==> config.mk <==
export PLATFORM = sky130hd
export DESIGN_NAME = fetch_stage
export DESIGN_NICKNAME = d
export VERILOG_FILES = /design/src/rtl/fetch_stage.sv
export SDC_FILE = /design/constraint.sdc
export NUM_CORES = 1
export LEC_CHECK = 0
export ABC_AREA = 1
export BUFFER_PORTS_ARGS = -buffer_cell sky130_fd_sc_hd__buf_2
export CELL_PAD_IN_SITES_DETAIL_PLACEMENT = 1
export CELL_PAD_IN_SITES_GLOBAL_PLACEMENT = 1
export CORE_MARGIN = 2
export CORE_UTILIZATION = 32
export CTS_CLUSTER_SIZE = 20
export DETAILED_ROUTE_END_ITERATION = 8
export PLACE_DENSITY_LB_ADDON = 0.1
export SYNTH_ARGS = -nofsm -noshare
export SYNTH_HDL_FRONTEND = slang
export SYNTH_SLANG_ARGS = --single-unit
==> constraint.sdc <==
create_clock -name clk -period 1.8 [get_ports clk]
set_input_delay 0.27 -clock clk [delete_from_list [all_inputs] [get_ports clk]]
set_output_delay 0.27 -clock clk [all_outputs]
set_load 0.02 [all_outputs]
==> src/rtl/fetch_stage.sv <==
// ---------------------------------------------------------------------------
// fetch_stage
//   Instruction-fetch stage. Owns the PC, issues word requests to instruction
//   memory, parks one word in a skid entry when decode stalls, and presents
//   the IF/ID register (Instruction, PC_Reg, PC_Next, if_valid) to decode.
//   Redirects from decode (pc_src 10 = jump, 11 = branch/register) override
//   everything else. A fetched word with bit 31 set stops further fetching.
//
// Ports
//   clk, rst            clock (rising edge), synchronous active-low reset
//   imem_req/imem_addr  fetch request and its address
//   imem_ack/imem_rdata memory response; ack ignored while imem_req=0
//   stall               decode cannot accept; IF/ID holds
//   redirect, pc_src    PC change request and target select
//   jump_target         target for pc_src=10
//   branch_target       target for pc_src=11
//   Instruction, PC_Reg, PC_Next, if_valid   IF/ID register contents
//   halted              stop instruction fetched, no further requests
//   dbg_state           current FSM state (observability only)
//
// Handshake: a memory transfer happens on a rising edge where imem_req=1 and
// imem_ack=1. While imem_req=1 and no ack has arrived, imem_addr is held
// stable; a request once raised is never withdrawn until acked (reset aside).
// ---------------------------------------------------------------------------
module fetch_stage #(
  parameter logic [31:0] RESET_PC = 32'h0000_0000,
  parameter logic [31:0] PC_STEP  = 32'd1
) (
  input  logic        clk,
  input  logic        rst,
  output logic        imem_req,
  output logic [31:0] imem_addr,
  input  logic        imem_ack,
  input  logic [31:0] imem_rdata,
  input  logic        stall,
  input  logic        redirect,
  input  logic [1:0]  pc_src,
  input  logic [31:0] jump_target,
  input  logic [31:0] branch_target,
  output logic [31:0] Instruction,
  output logic [31:0] PC_Reg,
  output logic [31:0] PC_Next,
  output logic        if_valid,
  output logic        halted,
  output logic [2:0]  dbg_state
);

  typedef enum logic [2:0] {
    S_IDLE   = 3'd0,
    S_FETCH  = 3'd1,
    S_SKID   = 3'd2,
    S_SQUASH = 3'd3,
    S_HALT   = 3'd4
  } state_t;

  state_t      r_state;
  logic [31:0] r_pc;
  logic [31:0] r_req_addr;   // address of the request left in flight by a redirect
  logic [31:0] r_skid_instr;
  logic [31:0] r_skid_pc;
  logic [31:0] r_instr;
  logic [31:0] r_pc_reg;
  logic [31:0] r_pc_next;
  logic        r_if_valid;

  state_t      w_next_state;
  logic        w_redir;
  logic [31:0] w_target;
  logic        w_ack;
  logic        w_load_fetch;
  logic        w_load_skid;
  logic        w_fill_skid;
  logic        w_advance_pc;
  logic        w_park_addr;

  // Only pc_src 10/11 redirect; 01 and 00 are treated as no redirect.
  assign w_redir  = redirect && pc_src[1];
  assign w_target = pc_src[0] ? branch_target : jump_target;

  assign imem_req  = (r_state == S_FETCH) || (r_state == S_SQUASH);
  // In SQUASH the old request is still outstanding, so its address is kept
  // on the bus while r_pc already holds the redirect target.
  assign imem_addr = (r_state == S_SQUASH) ? r_req_addr : r_pc;
  assign w_ack     = imem_ack && imem_req;

  assign Instruction = r_instr;
  assign PC_Reg      = r_pc_reg;
  assign PC_Next     = r_pc_next;
  assign if_valid    = r_if_valid;
  assign halted      = (r_state == S_HALT);
  assign dbg_state   = r_state;

  always_ff @(posedge clk) begin
    if (!rst) r_state <= S_IDLE;
    else      r_state <= w_next_state;
  end

  always_comb begin
    w_next_state = r_state;
    w_load_fetch = 1'b0;
    w_load_skid  = 1'b0;
    w_fill_skid  = 1'b0;
    w_advance_pc = 1'b0;
    w_park_addr  = 1'b0;
    case (r_state)
      S_IDLE: w_next_state = S_FETCH;
      S_FETCH: begin
        if (w_redir) begin
          // Acked data for the old path is simply dropped.
          w_next_state = w_ack ? S_FETCH : S_SQUASH;
          w_park_addr  = !w_ack;
        end else if (w_ack) begin
          w_advance_pc = 1'b1;
          if (stall) begin
            // A stop word parked here defers HALT until it drains.
            w_fill_skid  = 1'b1;
            w_next_state = S_SKID;
          end else begin
            w_load_fetch = 1'b1;
            w_next_state = imem_rdata[31] ? S_HALT : S_FETCH;
          end
        end
      end
      S_SKID: begin
        if (w_redir) begin
          w_next_state = S_FETCH;
        end else if (!stall) begin
          w_load_skid  = 1'b1;
          w_next_state = r_skid_instr[31] ? S_HALT : S_FETCH;
        end
      end
      S_SQUASH: if (w_ack) w_next_state = S_FETCH;
      S_HALT:   if (w_redir) w_next_state = S_FETCH;
      default:  w_next_state = S_IDLE;
    endcase
  end

  always_ff @(posedge clk) begin
    if (!rst) begin
      r_pc         <= RESET_PC;
      r_req_addr   <= 32'h0;
      r_skid_instr <= 32'h0;
      r_skid_pc    <= 32'h0;
      r_instr      <= 32'h0;
      r_pc_reg     <= 32'h0;
      r_pc_next    <= 32'h0;
      r_if_valid   <= 1'b0;
    end else begin
      if (w_redir)           r_pc <= w_target;
      else if (w_advance_pc) r_pc <= r_pc + PC_STEP;

      if (w_park_addr) r_req_addr <= r_pc;

      if (w_fill_skid) begin
        r_skid_instr <= imem_rdata;
        r_skid_pc    <= r_pc;
      end

      if (w_redir) begin
        r_if_valid <= 1'b0;
      end else if (w_load_fetch) begin
        r_instr    <= imem_rdata;
        r_pc_reg   <= r_pc;
        r_pc_next  <= r_pc + PC_STEP;
        r_if_valid <= 1'b1;
      end else if (w_load_skid) begin
        r_instr    <= r_skid_instr;
        r_pc_reg   <= r_skid_pc;
        r_pc_next  <= r_skid_pc + PC_STEP;
        r_if_valid <= 1'b1;
      end else if (!stall) begin
        // Entry consumed (or nothing arrived): bubble.
        r_if_valid <= 1'b0;
      end
    end
  end

endmodule

**Word-level counts from Yosys, hierarchy flattened**

Cells that the tools add are included.

- Flip-flop bits (word level): 228
- Word-level logic and storage cells: 71

- Reduce and logical (&&, ||, !) cells: 10
- Bitwise logic cells: 2
- Multiplexer cells: 39
- Add/subtract/negate cells: 2
- Equal/unequal tests: 9

Operators by type and width:

| cell | number |
|---|---|
| 2-to-1 mux 32 bit | 10 |
| adder 32 x 1 -> 32 bit (second input constant) | 2 |
| 2-to-1 mux 3 bit | 9 |
| 2-to-1 mux 1 bit | 18 |
| case mux 3 bit (5 select lines) | 1 |
| equality test 3 x 2 -> 1 bit (second input constant) | 2 |
| inequality test 3 bit (second input constant) | 2 |
| AND reduction 4 bit | 1 |
| nonzero test 2 bit | 2 |
| equality test 3 x 1 -> 1 bit (second input constant) | 1 |
| equality test 3 bit (second input constant) | 1 |
| zero test 3 bit | 1 |
| inequality test 3 x 1 -> 1 bit (second input constant) | 1 |
| logical AND 1 bit | 2 |
| 2-to-1 mux 2 bit | 1 |
| inequality test 2 x 1 -> 1 bit (second input constant) | 1 |
| inequality test 2 bit (second input constant) | 1 |
| inverter 1 bit | 2 |
| AND reduction 2 bit | 1 |
| OR reduction 2 bit | 1 |
| zero test 1 bit | 1 |
| logical OR 1 bit | 1 |

**Depth between registers and ports, before layout**

Gate-level depths: netlist of the first run.

- Depth after elaboration: 8
- Mapped depth: 12
- Mapped depth without buffers: 11

**Worst setup path after synthesis of the first run**

OpenSTA, ideal clock, no wires.

- Path type: register to output
- From: register r_state[0], in the netlist dbg_state[0]
- To: output port imem_addr[26]
- Path buffers: 2
- Arrival: 1.755 ns
- Slack: -0.225 ns
- Stages on the path, launching flop included: 8
- Path through: dfxtp_1 > inv_2 > nor2_4 > inv_1 > nor2_1 > buf_2 > clkbuf_1 > o21ai_0

- Cells in the longest elaborated chain, start to end: 2

RTL lines:

| what | line | text |
|---|---|---|
| from (decl) | 56 | `state_t r_state;` |
| from (signal assigned) | 95 | `else r_state <= w_next_state;` |
| equality test 3 x 2 -> 1 bit | 83 | `assign imem_addr = (r_state == S_SQUASH) ? r_req_addr : r_pc;` |
| 2-to-1 mux 32 bit | 83 |  |
| to (decl) | 32 | `output logic [31:0] imem_addr,` |

No other way between the ends.

**Final worst setup path of the first run**

- From: register r_state[0], in the netlist dbg_state[0]
- To: output port imem_addr[21]

The elaborated chain is that of the path after synthesis.

==> flow_metrics.env, run 1 <==
export IMPL_fin_crit_ns=2.22
export IMPL_setup_viol_count_final=115
export IMPL_crit_required_ns=1.53
export IMPL_post_place_ws_ns=-0.121
export IMPL_fin_crit_sh=1.23
export IMPL_dieArea_um2=36600
export IMPL_clk_latency_ns=0.56
export IMPL_worst_pin_slew_ns=0.580
export IMPL_die_h_um=191
export IMPL_syn_inst=1690
export IMPL_start_util=0.325
export IMPL_worstSetupEndpoint="imem_addr[21]"
export IMPL_holdPathStages=3
export IMPL_crit_path_end_kind="output port"
export IMPL_multiInputGateArea_um2=6310
export IMPL_grt_pass1_wl_mm=73.4
export IMPL_synth_cell_types=33
export IMPL_r2r_cells=13
export IMPL_layout_common_cells="nand2_1, dfxtp_1, buf_2"
export IMPL_drtIter0Drc=1027
export IMPL_setup_tns_ns=-14.19
export IMPL_dp_hpwl_mm=35.2
export IMPL_antenna_left=0
export IMPL_regArea_um2=4590
export IMPL_start_kind="register"
export IMPL_r2r_slack_ns=-0.09
export IMPL_antenna_found_initial=0
export IMPL_slew_violations=0
export IMPL_max_slew_margin=0.609
export IMPL_grt_overflow=0
export IMPL_cap_violations=0
export IMPL_gp_congestion=0.884
export IMPL_num_nets_final=2252
export IMPL_critPathMaxFanout=7
export IMPL_startpoint="dbg_state[0]"
export IMPL_fillers=4398
export IMPL_dr_pass1_iters=5
export IMPL_wl_per_cell_um=21.4
export IMPL_fin_ws_ns=-0.419
export IMPL_yosys_area_top_type="dfxtp_1"
export IMPL_ys_ff_latch=228
export IMPL_power_density_nw_per_um2=1130
export IMPL_cts_tree="done"
export IMPL_hold_violations=0
export IMPL_cts_made_buffers=28
export IMPL_syn_num_nets=1795
export IMPL_rsz0062_at_grt="true"
export IMPL_die_w_um=191
export IMPL_diodes=0
export IMPL_crit_type="reg2out"
export IMPL_track_usage=0.257
export IMPL_layout_commonest_cell="nand2_1"
export IMPL_drive_above_1_share=0.314
export IMPL_min_from="rst"
export IMPL_syn_area_per_cell_um2=6.64
export IMPL_ys_warn_count=0
export IMPL_fmax_mhz=451
export IMPL_drc=0
export IMPL_vias=13800
export IMPL_ioPinCount=237
export IMPL_grt_pass1_vias=12800
export IMPL_arrival_ns=1.95
export IMPL_timing_rr_start="dbg_state[0]"
export IMPL_portBuffers=236
export IMPL_yosysSeqAreaShare=0.407
export IMPL_htree_levels=1
export IMPL_grt_max_degree=80
export IMPL_worst_r2r_endpoint="r_skid_pc[11]"
export IMPL_vias_per_cell=5.26
export IMPL_fin_worst_skew_ns=0.0119
export IMPL_rows=68
export IMPL_netlist_area_leader_share=0.407
export IMPL_violations="setup timing"
export IMPL_status="complete, but fails checks"
export IMPL_cts_buffer_depth=3
export IMPL_syn_cell_area_um2=11200
export IMPL_hold_class="in2reg"
export IMPL_leakage_nw=7.64
export IMPL_cts_root_buf="clkbuf_16"
export IMPL_ir_drop_mv=0.731
export IMPL_clk_pin_slew_worst_paths_ns=0.06
export IMPL_wl_mm=56.0
export IMPL_synthToLayoutAreaGrowth_pct=56.2
export IMPL_cts_sinks=228
export IMPL_core_area_um2=34500
export IMPL_synth_area_top_cells="dfxtp_1, nand2_1, o21ai_0"
## cell families after synthesis
group | synth area share
simple gates | 0.278
compound gates | 0.218
flops | 0.407
buf+inv | 0.0751
xor+xnor | 0.0211
fa+ha+maj | 0.00223
## critical path, stage by stage (launching register included)
cell	delay [ns]
dfxtp_2	0.33
inv_2	0.05
nor2_4	0.09
buf_6	0.11
inv_2	0.03
nor2_4	0.15
buf_12	0.16
buf_12	0.10
buf_16	0.12
o21ai_1	0.06
buf_2	0.17
## repair_timing
item                                    4_1_cts  5_1_grt
pin swaps                                     1       50
endpoints found under the hold margin        63        0
gates cloned                                  3       36
hold buffers                                 32        0
resized for setup                            85      201
buffers inserted                              9       37
endpoints found under the setup margin       60      214
## cells in the mapped netlist
master / n
o21ai_0: 227
nand2_2: 2
a21oi_1: 122
nor2_4: 2
o211ai_1: 9
xnor2_1: 5
xor2_1: 22
clkinv_1: 1
inv_1: 86
inv_2: 6
nor3_2: 1
nand3_1: 96
a211oi_1: 1
o21ai_1: 20
o211a_1: 1
nand3_4: 1
dfxtp_1: 228
nand4_1: 5
nor2_1: 194
o21a_1: 2
or2_2: 4
clkbuf_2: 1
buf_4: 7
o22ai_1: 4
a31oi_1: 68
nor2_2: 6
clkbuf_1: 67
ha_1: 2
nand2_1: 446
nand3b_1: 9
nor3_1: 2
buf_2: 37
o21bai_1: 6
## per-layer routing
layer | vias to the layer above | global-route usage | part of all wire
li1 | 6544 | - | -
met1 | 6738 | 0.367 | 0.44
met2 | 435 | 0.420 | 0.48
met3 | 82 | 0.0290 | 0.051
met4 | 0 | 0.0462 | 0.027
met5 | - | 0 | 0
## where the power goes
part           internal [mW]  leakage, nW  switching, mW
clock                   3.50        0.471           2.37
sequential              5.85         1.86          0.583
combinational           3.28         5.31           4.31
## worst min path at each step
stage                        to
5_1_grt            r_skid_pc[2]
2_1_floorplan  r_skid_instr[25]
3_3_place_gp        PC_Next[24]
4_1_cts           r_skid_pc[11]
3_5_place_dp        PC_Next[24]
6_report            PC_Next[21]
## per-stage QoR
step	std cells	area (um^2)	hold WS [ns]	util	total power, mW
final	2623	17500	0.0942	0.508	19.9
after global routing	2623	17500	0.0941	0.508	20.8
after CTS	2551	15800	0.0651	0.456	18.2
after detailed placement	2456	14100	0.455	0.409	11.9
after global placement	2456	14100	0.452	0.409	11.8
after floorplan	1690	11200	0.405	-	9.40
## cell type report
type | count | share of cell area
clock buffer | 47 | 0.0509
clock inverter | 4 | 0.00357
inverter | 93 | 0.0220
multi-input combinational | 1259 | 0.360
sequential | 228 | 0.262
tap | 455 | 0.0325
timing repair buffer | 536 | 0.269
timing repair inverter | 1 | 0.000927
Note: power is estimated with default switching activity, not from simulation.
==> run 2: changes to the inputs <==
- CORE_UTILIZATION: 32 -> 38
- clock period: 1.8 -> 2.4 ns (I/O delays scaled with it)
==> run 2 against run 1 <==
The run now ends clean. Sequential power is 24% lower. Core utilization is 3.2 points lower. Critical path depth fell by 2. Worst setup slack gained 0.54 ns. Clock-buffer cell count fell by 7. Clock power is 31% lower. Routed wire length decreased by 19%. Highest routed layer unchanged.
==> flow_metrics.env, run 2 (same netlist as run 1, synthesis figures left out) <==
export IMPL_power_density_nw_per_um2=912
export IMPL_fin_ws_ns=0.121
export IMPL_die_w_um=176
export IMPL_worst_pin_slew_ns=0.835
export IMPL_ctsHoldBuffers=0
export IMPL_drtIter0Drc=770
export IMPL_fin_area_um2=13800
export IMPL_fin_worst_skew_ns=0.00872
export IMPL_crit_type="reg2out"
export IMPL_portBuffers=236
export IMPL_dp_hpwl_mm=32.6
export IMPL_antenna_left=0
export IMPL_status="completed"
export IMPL_critPathMaxFanout=30
export IMPL_path_cells="inv_2 -> nor2_4 -> inv_1 -> nor2_4 -> buf_4 -> clkbuf_16 -> o21ai_0 -> buf_2"
export IMPL_fmax_mhz=439
export IMPL_fin_crit_ns=2.28
export IMPL_cts_buffer_depth=3
export IMPL_hold_class="in2reg"
export IMPL_vias=12500
export IMPL_synthToLayoutAreaGrowth_pct=22.6
export IMPL_start_kind="register"
export IMPL_fillers=3838
export IMPL_layout_common_cells="nand2_1, buf_2, dfxtp_1"
export IMPL_track_usage=0.287
export IMPL_crit_required_ns=2.04
export IMPL_cts_sinks=228
export IMPL_cap_violations=0
export IMPL_die_h_um=176
export IMPL_hold_violations=0
export IMPL_drc=0
export IMPL_cts_made_buffers=27
export IMPL_post_place_ws_ns=0.293
export IMPL_clk_latency_ns=0.54
export IMPL_cp_slowest_cell="dfxtp_2"
export IMPL_dieArea_um2=30900
export IMPL_htree_levels=1
export IMPL_start_util=0.388
export IMPL_wl_mm=45.5
export IMPL_wl_per_cell_um=19.8
export IMPL_grt_max_degree=120
export IMPL_dr_pass1_iters=5
export IMPL_drive_above_1_share=0.184
export IMPL_dp_cells=2241
export IMPL_arrival_ns=1.92
export IMPL_max_slew_margin=0.443
export IMPL_leakage_nw=5.86
export IMPL_rsz0062_at_grt="false"
export IMPL_regArea_um2=4570
export IMPL_slew_violations=0
export IMPL_grt_pass1_vias=12400
export IMPL_num_nets_final=1995
export IMPL_total_power_mw=12.6
export IMPL_setup_tns_ns=0
export IMPL_crit_path_end_kind="output port"
export IMPL_cts_root_buf="clkbuf_16"
export IMPL_ir_drop_mv=0.578
export IMPL_layout_commonest_cell="nand2_1"
export IMPL_final_util=0.476
export IMPL_grt_overflow=0
export IMPL_core_area_um2=28900
export IMPL_fin_crit_sh=0.950
export IMPL_rows=62
export IMPL_grt_pass1_wl_mm=70.0
export IMPL_ioPinCount=237
export IMPL_setup_viol_count_final=0
export IMPL_vias_per_cell=5.44
export IMPL_clk_pin_slew_worst_paths_ns=0.06
export IMPL_antenna_found_initial=0
export IMPL_crit_top_cell="nor2_4"
export IMPL_multiInputGateArea_um2=5850
export IMPL_hold_slack_ns=0.0545
export IMPL_final_cell_count_no_fill=2294
export IMPL_place_area_um2=12800
export IMPL_cts_tree="done"
export IMPL_cpPeakStageDelay_ns=0.34
export IMPL_gp_congestion=0.951
run 2: cell types whose count changed in the layout (fill, tap and decap cells not counted), moves of 23 or more:
cell | previous run | this run
buf_4 | 187 | 40
o21ai_0 | 175 | 225
buf_6 | 37 | 0
o21ai_1 | 56 | 22
dlygate4sd3_1 | 32 | 0
nand2_1 | 417 | 446
buf_12 | 30 | 6
buf_2 | 211 | 235
clkbuf_16 | 52 | 29
nand2_2 | 24 | 1
run 2: final cells by class:
type | instances | area share
tap | 384 | 0.0349
sequential | 228 | 0.332
inverter | 93 | 0.0254
timing repair buffer | 283 | 0.120
clock inverter | 8 | 0.00546
antenna | 1 | 0.000182
multi-input combinational | 1257 | 0.425
clock buffer | 40 | 0.0577
run 2: final timing paths:
kind	startpoint	endpoint	slack, ns	cells after the start
min	imem_rdata[17]	r_skid_instr[17]	0.05	3
min reg2reg	PC_Next[6]	PC_Next[6]	0.46	2
max	dbg_state[0]	imem_addr[4]	0.12	8
max reg2reg	r_pc[1]	PC_Next[15]	0.35	10
run 2: report_power, final:
part,switching [mW],internal [mW]
registers,0.499,4.38
logic,2.48,1.14
clock network,1.67,2.39
total,4.65,7.91
run 2: worst max-delay path: cells and delay by family (launching register included):
family | cells | cell delay [ns]
buffers and inverters | 5 | 0.69
flip-flops | 1 | 0.34
AND/OR/NAND/NOR | 2 | 0.23
AO/OA/AOI/OAI | 1 | 0.12
run 2: what timing repair did:
action	in CTS	in global routing
setup endpoints to repair	0	8
gates resized for setup	0	4
setup buffers	0	2
run 2: routing by layer:
| layer | track usage | wire length, um | up-vias |
|---|---|---|---|
| met1 | 0.382 | 20100 | 6041 |
| met3 | 0.0338 | 2410 | 85 |
| met5 | 0 | 0 | - |
| met2 | 0.482 | 21300 | 365 |
| li1 | - | - | 5998 |
| met4 | 0.0985 | 1670 | 0 |
